`src/rtl/vga_timing_if.sv`:
```
`timescale 1ns/1ps
`default_nettype none
// ============================================================================
//  Module   : vga_timing_if
//  Purpose  : Raster timing bundle from the VGA timing generator to the
//             character/pixel renderer.
//  Signals  : pixel_en     - one-clk strobe, coordinates advance on it
//             pixel_x/y    - current column / row (10 bits each)
//             hsync/vsync  - active-low sync pulses
//             blank        - outside the visible area
//             last_column  - pixel_x is the final column of the line
//             last_row     - pixel_y is the final row of the frame
//             new_frame    - pulse on the final pixel_en of a frame
//             frame_count  - completed-frame counter (16 bits)
//  Modports : master (timing generator), slave (renderer)
//  Revision : 1.0 - initial release
// ============================================================================
interface vga_timing_if;
    logic        pixel_en;
    logic [9:0]  pixel_x;
    logic [9:0]  pixel_y;
    logic        hsync;
    logic        vsync;
    logic        blank;
    logic        last_column;
    logic        last_row;
    logic        new_frame;
    logic [15:0] frame_count;

    modport master (
        output pixel_en, pixel_x, pixel_y, hsync, vsync, blank,
               last_column, last_row, new_frame, frame_count
    );

    modport slave (
        input  pixel_en, pixel_x, pixel_y, hsync, vsync, blank,
               last_column, last_row, new_frame, frame_count
    );
endinterface
`default_nettype wire

```
`src/rtl/vga_timing.sv`:
```
`timescale 1ns/1ps
`default_nettype none
// ============================================================================
//  Module   : vga_timing
//  Purpose  : 640x480@60 Hz raster timing generator. Divides the VGA clock
//             down to a pixel-enable strobe and produces pixel coordinates,
//             active-low sync, blanking and frame markers.
//  Ports    : clk  - VGA clock
//             rst  - synchronous, active-high reset
//             vga  - vga_timing_if.master timing bundle
//  Config   : define VGA_TIMING_FRAME_COUNT_EN to build the completed-frame
//             counter; otherwise frame_count is tied to zero.
//  Revision : 1.0 - initial release
// ============================================================================
module vga_timing #(
    parameter int PIXEL_CLK_DIVIDE = 2,
    parameter int H_VISIBLE        = 640,
    parameter int H_FRONT_PORCH    = 16,
    parameter int H_SYNC           = 96,
    parameter int H_BACK_PORCH     = 48,
    parameter int V_VISIBLE        = 480,
    parameter int V_FRONT_PORCH    = 10,
    parameter int V_SYNC           = 2,
    parameter int V_BACK_PORCH     = 33
) (
    input  wire logic    clk,
    input  wire logic    rst,
    vga_timing_if.master vga
);

    localparam int c_H_TOTAL = H_VISIBLE + H_FRONT_PORCH + H_SYNC + H_BACK_PORCH;
    localparam int c_V_TOTAL = V_VISIBLE + V_FRONT_PORCH + V_SYNC + V_BACK_PORCH;
    localparam int c_DIV_W   = (PIXEL_CLK_DIVIDE > 1) ? $clog2(PIXEL_CLK_DIVIDE) : 1;

    localparam logic [c_DIV_W-1:0] c_DIV_LAST = c_DIV_W'(PIXEL_CLK_DIVIDE - 1);
    localparam logic [c_DIV_W-1:0] c_DIV_ONE  = c_DIV_W'(1);
    localparam logic [9:0]         c_X_LAST   = 10'(c_H_TOTAL - 1);
    localparam logic [9:0]         c_Y_LAST   = 10'(c_V_TOTAL - 1);

    // Decode bounds are one bit wider than the counters so a sync pulse that
    // ends exactly at a 1024 total still compares correctly.
    localparam logic [10:0] c_H_VIS      = 11'(H_VISIBLE);
    localparam logic [10:0] c_V_VIS      = 11'(V_VISIBLE);
    localparam logic [10:0] c_HS_START   = 11'(H_VISIBLE + H_FRONT_PORCH);
    localparam logic [10:0] c_HS_END     = 11'(H_VISIBLE + H_FRONT_PORCH + H_SYNC);
    localparam logic [10:0] c_VS_START   = 11'(V_VISIBLE + V_FRONT_PORCH);
    localparam logic [10:0] c_VS_END     = 11'(V_VISIBLE + V_FRONT_PORCH + V_SYNC);

    logic [c_DIV_W-1:0] r_div_cnt;
    logic [9:0]         r_pixel_x;
    logic [9:0]         r_pixel_y;

    logic        w_pixel_en;
    logic        w_last_column;
    logic        w_last_row;
    logic        w_new_frame;
    logic [10:0] w_x_ext;
    logic [10:0] w_y_ext;

    assign w_x_ext       = {1'b0, r_pixel_x};
    assign w_y_ext       = {1'b0, r_pixel_y};
    // With a divide of one the counter is stuck at zero, which equals
    // c_DIV_LAST, so the strobe is permanently high.
    assign w_pixel_en    = (r_div_cnt == c_DIV_LAST);
    assign w_last_column = (r_pixel_x == c_X_LAST);
    assign w_last_row    = (r_pixel_y == c_Y_LAST);
    assign w_new_frame   = w_pixel_en & w_last_column & w_last_row;

    always_ff @(posedge clk) begin
        if (rst) begin
            r_div_cnt <= '0;
            r_pixel_x <= '0;
            r_pixel_y <= '0;
        end else begin
            if (w_pixel_en) begin
                r_div_cnt <= '0;
            end else begin
                r_div_cnt <= r_div_cnt + c_DIV_ONE;
            end

            if (w_pixel_en) begin
                if (w_last_column) begin
                    r_pixel_x <= '0;
                    if (w_last_row) begin
                        r_pixel_y <= '0;
                    end else begin
                        r_pixel_y <= r_pixel_y + 10'd1;
                    end
                end else begin
                    r_pixel_x <= r_pixel_x + 10'd1;
                end
            end
        end
    end

`ifdef VGA_TIMING_FRAME_COUNT_EN
    logic [15:0] r_frame_count;

    // Counts only frames that reach their final pixel; a reset mid-frame
    // clears the count and the partial frame is never credited.
    always_ff @(posedge clk) begin
        if (rst) begin
            r_frame_count <= '0;
        end else if (w_new_frame) begin
            r_frame_count <= r_frame_count + 16'd1;
        end
    end

    assign vga.frame_count = r_frame_count;
`else
    assign vga.frame_count = 16'h0000;
`endif

    // Decodes are combinational so they line up with the coordinates in the
    // same cycle; downstream pipelines add their own matching delay.
    assign vga.pixel_en    = w_pixel_en;
    assign vga.pixel_x     = r_pixel_x;
    assign vga.pixel_y     = r_pixel_y;
    assign vga.hsync       = ~((w_x_ext >= c_HS_START) && (w_x_ext < c_HS_END));
    assign vga.vsync       = ~((w_y_ext >= c_VS_START) && (w_y_ext < c_VS_END));
    assign vga.blank       = (w_x_ext >= c_H_VIS) || (w_y_ext >= c_V_VIS);
    assign vga.last_column = w_last_column;
    assign vga.last_row    = w_last_row;
    assign vga.new_frame   = w_new_frame;

endmodule
`default_nettype wire
```
`src/flat_wrapper.sv`:
```
// flat-port wrapper written by rule: the top's interface ports become plain ports
module vga_timing_flat 
#(
    parameter int PIXEL_CLK_DIVIDE = 2,
    parameter int H_VISIBLE        = 640,
    parameter int H_FRONT_PORCH    = 16,
    parameter int H_SYNC           = 96,
    parameter int H_BACK_PORCH     = 48,
    parameter int V_VISIBLE        = 480,
    parameter int V_FRONT_PORCH    = 10,
    parameter int V_SYNC           = 2,
    parameter int V_BACK_PORCH     = 33
)
  (clk, rst, vga_pixel_en, vga_pixel_x, vga_pixel_y, vga_hsync, vga_vsync, vga_blank, vga_last_column, vga_last_row, vga_new_frame, vga_frame_count);
  vga_timing_if vga_i ();
  input  wire logic clk;
  input  wire logic rst;
  output wire logic [$bits(vga_i.pixel_en)-1:0] vga_pixel_en;
  output wire logic [$bits(vga_i.pixel_x)-1:0] vga_pixel_x;
  output wire logic [$bits(vga_i.pixel_y)-1:0] vga_pixel_y;
  output wire logic [$bits(vga_i.hsync)-1:0] vga_hsync;
  output wire logic [$bits(vga_i.vsync)-1:0] vga_vsync;
  output wire logic [$bits(vga_i.blank)-1:0] vga_blank;
  output wire logic [$bits(vga_i.last_column)-1:0] vga_last_column;
  output wire logic [$bits(vga_i.last_row)-1:0] vga_last_row;
  output wire logic [$bits(vga_i.new_frame)-1:0] vga_new_frame;
  output wire logic [$bits(vga_i.frame_count)-1:0] vga_frame_count;
  assign vga_pixel_en = vga_i.pixel_en;
  assign vga_pixel_x = vga_i.pixel_x;
  assign vga_pixel_y = vga_i.pixel_y;
  assign vga_hsync = vga_i.hsync;
  assign vga_vsync = vga_i.vsync;
  assign vga_blank = vga_i.blank;
  assign vga_last_column = vga_i.last_column;
  assign vga_last_row = vga_i.last_row;
  assign vga_new_frame = vga_i.new_frame;
  assign vga_frame_count = vga_i.frame_count;
  vga_timing #(.PIXEL_CLK_DIVIDE(PIXEL_CLK_DIVIDE), .H_VISIBLE(H_VISIBLE), .H_FRONT_PORCH(H_FRONT_PORCH), .H_SYNC(H_SYNC), .H_BACK_PORCH(H_BACK_PORCH), .V_VISIBLE(V_VISIBLE), .V_FRONT_PORCH(V_FRONT_PORCH), .V_SYNC(V_SYNC), .V_BACK_PORCH(V_BACK_PORCH)) u_core (.clk(clk), .rst(rst), .vga(vga_i));
endmodule
```
`config.mk`:
```
export PLATFORM = sky130hd
export DESIGN_NAME = vga_timing_flat
export DESIGN_NICKNAME = d
export VERILOG_FILES = /design/src/rtl/vga_timing_if.sv /design/src/rtl/vga_timing.sv /design/src/flat_wrapper.sv
export SDC_FILE = /design/constraint.sdc
export NUM_CORES = 1
export LEC_CHECK = 0
export CORE_MARGIN = 5
export CORE_UTILIZATION = 41
export CTS_BUF_LIST = sky130_fd_sc_hd__clkbuf_8
export DETAILED_ROUTE_END_ITERATION = 8
export GPL_TIMING_DRIVEN = 1
export PLACE_DENSITY = 0.87
export SETUP_SLACK_MARGIN = 0.3
export SLEW_MARGIN = 10
export SYNTH_ARGS = -nofsm -noshare
export SYNTH_HDL_FRONTEND = slang
export SYNTH_SLANG_ARGS = --single-unit
export TNS_END_PERCENT = 1
```
`constraint.sdc`:
```
create_clock -name clk -period 1.7 [get_ports clk]
set_input_delay 0.255 -clock clk [delete_from_list [all_inputs] [get_ports clk]]
set_output_delay 0.255 -clock clk [all_outputs]
set_load 0.02 [all_outputs]
```
==> results of run 1 <==
==> worst register-to-register path: cells and delay by family (launching register included) <==
family | cells | cell delay [ns]
and+or+nand+nor | 3 | 0.92
DFF | 1 | 0.32
buffers and inverters | 2 | 0.26
AOI/OAI and AO/OA | 1 | 0.16
==> power by group through the flow <==
stage          Sequential, µW  Combinational [µW]  Clock [µW]
6_report                  500                96.0         328
2_1_floorplan             520                80.9           0
4_1_cts                   500                92.7         328
3_5_place_dp              510                94.7           0
5_1_grt                   501                 104         349
3_3_place_gp              509                93.6           0
==> final timing paths <==
kind / endpoint / slack (ns) / cells past startpoint
worst min register to register: u_core.vga.pixel_y[0] / 0.54 / 3
worst min-delay path: u_core.vga.pixel_y[0] / 0.54 / 3
worst max register to register: u_core.vga.pixel_y[8] / -0.01 / 6
worst max-delay path: vga_vsync / -0.18 / 4
==> cell usage after synthesis, types with 3 or more instances <==
cell type  number
xor2_1          5
nor3_1          5
ha_1            4
nand3_1        10
nand2_1        11
a21oi_1         9
xnor2_1         6
inv_1           8
dfxtp_1        21
buf_4          16
nand4_1         5
o21ai_0         3
nor2_1         16
==> cell type report <==
| type | instances | area [µm²] | share of cell area [%] |
|---|---|---|---|
| clock buffer | 3 | 41.29 | 2.103 |
| clock inverter | 1 | 3.754 | 0.1912 |
| inverter | 8 | 30.03 | 1.530 |
| multi-input combinational | 119 | 848.3 | 43.21 |
| sequential | 21 | 454.2 | 23.14 |
| tap | 33 | 41.29 | 2.103 |
| timing repair buffer | 63 | 544.3 | 27.72 |
==> routing by layer <==
layer  track usage (%)  part of all wire, %  up-vias
met5                 0                    0        -
met4             9.845                  2.7        0
met3             2.080                  3.5        9
met2             30.14                   49       38
met1             22.62                   44      663
li1                  -                    -      624
==> logic make-up after synthesis <==
group | after synthesis | synth area share, %
other | 1 | 0.3015
buffers and inverters | 25 | 12.47
AO/OA/AOI/OAI | 18 | 9.658
flip-flops | 21 | 33.80
AND/OR/NAND/NOR | 70 | 31.99
adder cells (fa/ha/maj) | 4 | 4.024
XOR/XNOR | 11 | 7.746
==> sequential cells by signal, indices dropped and copies added (netlist names) <==
register / count
u_core.vga.pixel_y: 10
u_core.vga.pixel_en: 1
u_core.vga.pixel_x: 10
==> through the flow <==
stage	instances	total power [µW]	utilization [%]	hold slack [ns]	TNS (ns)
6_report	248	923.9	65.92	0.5405	-0.2867
5_1_grt	248	954.6	65.92	0.5608	-0.5463
4_1_cts	248	920.5	63.91	0.5394	-0.2784
3_5_place_dp	244	604.3	61.55	0.5265	-0.8828
3_3_place_gp	244	602.5	61.55	0.5137	-0.7578
2_1_floorplan	165	600.5	-	0.3143	0
==> timing repair <==
action,4_1_cts,5_1_grt
setup endpoints to repair,43,26
pin swaps,7,8
setup buffers,0,0
gates resized for setup,71,16
hold buffers,0,0
==> results.cfg, run 1 <==
[run_status]
status = finished with violations
violations = setup timing

[floorplan]
start_util_pct = 41.76
fp-row-count = 20
die_area_um2 = 4235
die_w_um = 65.08
core-area_um2 = 2978
ios = 45
die_height_um = 65.08

[sta]
drv_slew = 0
setup_violations = 4
max_freq_ghz = 0.5332
hold_viol_final = 0
finClkSkew_ns = 0.005516
final.min_clock_period_ns = 1.876
fin_ws_ns = -0.1756
rsz0062_at_grt = yes
fin_crit_sh_pct = 110.3

[pwr]
p_leak_uw = 0.0008616
max-vdd-ir-drop_mv = 0.2933
intPower_uw = 685.9
seqPwrFrac_pct = 54.1
p_sw_share_pct = 25.76
power_switching_uw = 238.0
pwr-share-clk_pct = 35.5
p_comb_share_pct = 10.4
p_per_area_nw_per_um2 = 470.6

[cells_and_area]
nets = 222
final_common_cell = buf_4
diodes = 0
fill_cells = 241
finalInstanceArea_um2 = 1963
synthToLayoutAreaGrowth_pct = 57.85
layout_common_cells = buf_4 (31), dlygate4sd2_1 (18), conb_1 (16)
final_layout_size_suffix_gt1_share_pct = 42.79

[logic_synthesis]
yosys.area.top_type_share_pct = 33.80
postSynthAreaPerCell_um2 = 8.291
ys_seq_area_share_pct = 33.80
yosys_most_used_dff = dfxtp_1
synthesis.instances = 150
synth.largest_area_cell = dfxtp_1
synth.cell_area_um2 = 1244
ys_async_sr_fraction_pct = 0
ys_warn_count = 0
ys_top_cells_by_area = dfxtp_1 (34%), buf_4 (9.7%), nor2_1 (4.8%)
ys_types = 35
synth-edff-count = 0
synth-seq-cells = 21

[worst_setup_path]
crit_chain = inv_2 > or4b_4 > or3_4 > buf_6
path_buf_inv = 2
cpPeakStageDelay_ns = 0.46
crit_family = simple AND/OR/NAND/NOR gates
cp-end-kind = output port
critical_path_required_ns = 1.44
arrival_ns = 1.62
r2r-start = u_core.vga.pixel_x[6]
crit_start = u_core.vga.pixel_y[1]
cpMaxStageDelayCell = or4b_4
cp-start-kind = flip-flop
crit_type = flip-flop to output port
path_max_fanout = 2

[placement]
place_ws_ns = -0.2806
hpwl_um = 2577
port_buffers = 28
place_congestion = 0.8011
placed_area_um2 = 1833

[min_path]
min_from = u_core.vga.pixel_y[0]
holdCritPathClass = flip-flop to flip-flop

[cts]
htree_num_levels = 1
numCtsBuffers = 3
numClockSinks = 21
cts_tree = built
clk_path_buf_depth = 2
clock_latency_ns = 0.27
path_clk_slew_ns = 0.08
root_buffer = clkbuf_8

[routing]
wl_per_cell_um = 14.82
first_pass_iters = 4
num_vias = 1334
post-route-drc-count = 0
drtIter0Drc = 61
postRouteAntennaNets = 0
wirelength_um = 3676
post_drt_via_cell_ratio = 5.379

[grt]
grt_pass1_vias = 1269
grt_usage_pct = 18.09
grt_max_degree = 12
overflow = 0
antenna_found_initial = 0
grt_pass1_wl_um = 5996

[job]
max_cap_viol_count = 0
No activity file was read; power rests on OpenSTA's default activity.
==> run 2: changes to the inputs <==
--- a/config.mk
+++ b/config.mk
@@ -8,6 +8,7 @@
 export CORE_MARGIN = 5
 export CORE_UTILIZATION = 41
 export CTS_BUF_LIST = sky130_fd_sc_hd__clkbuf_8
+export CTS_CLUSTER_DIAMETER = 100
 export DETAILED_ROUTE_END_ITERATION = 8
 export GPL_TIMING_DRIVEN = 1
 export PLACE_DENSITY = 0.87
==> results of run 2 <==
The final DEF is identical to that of run 1; final timing and power are the same.
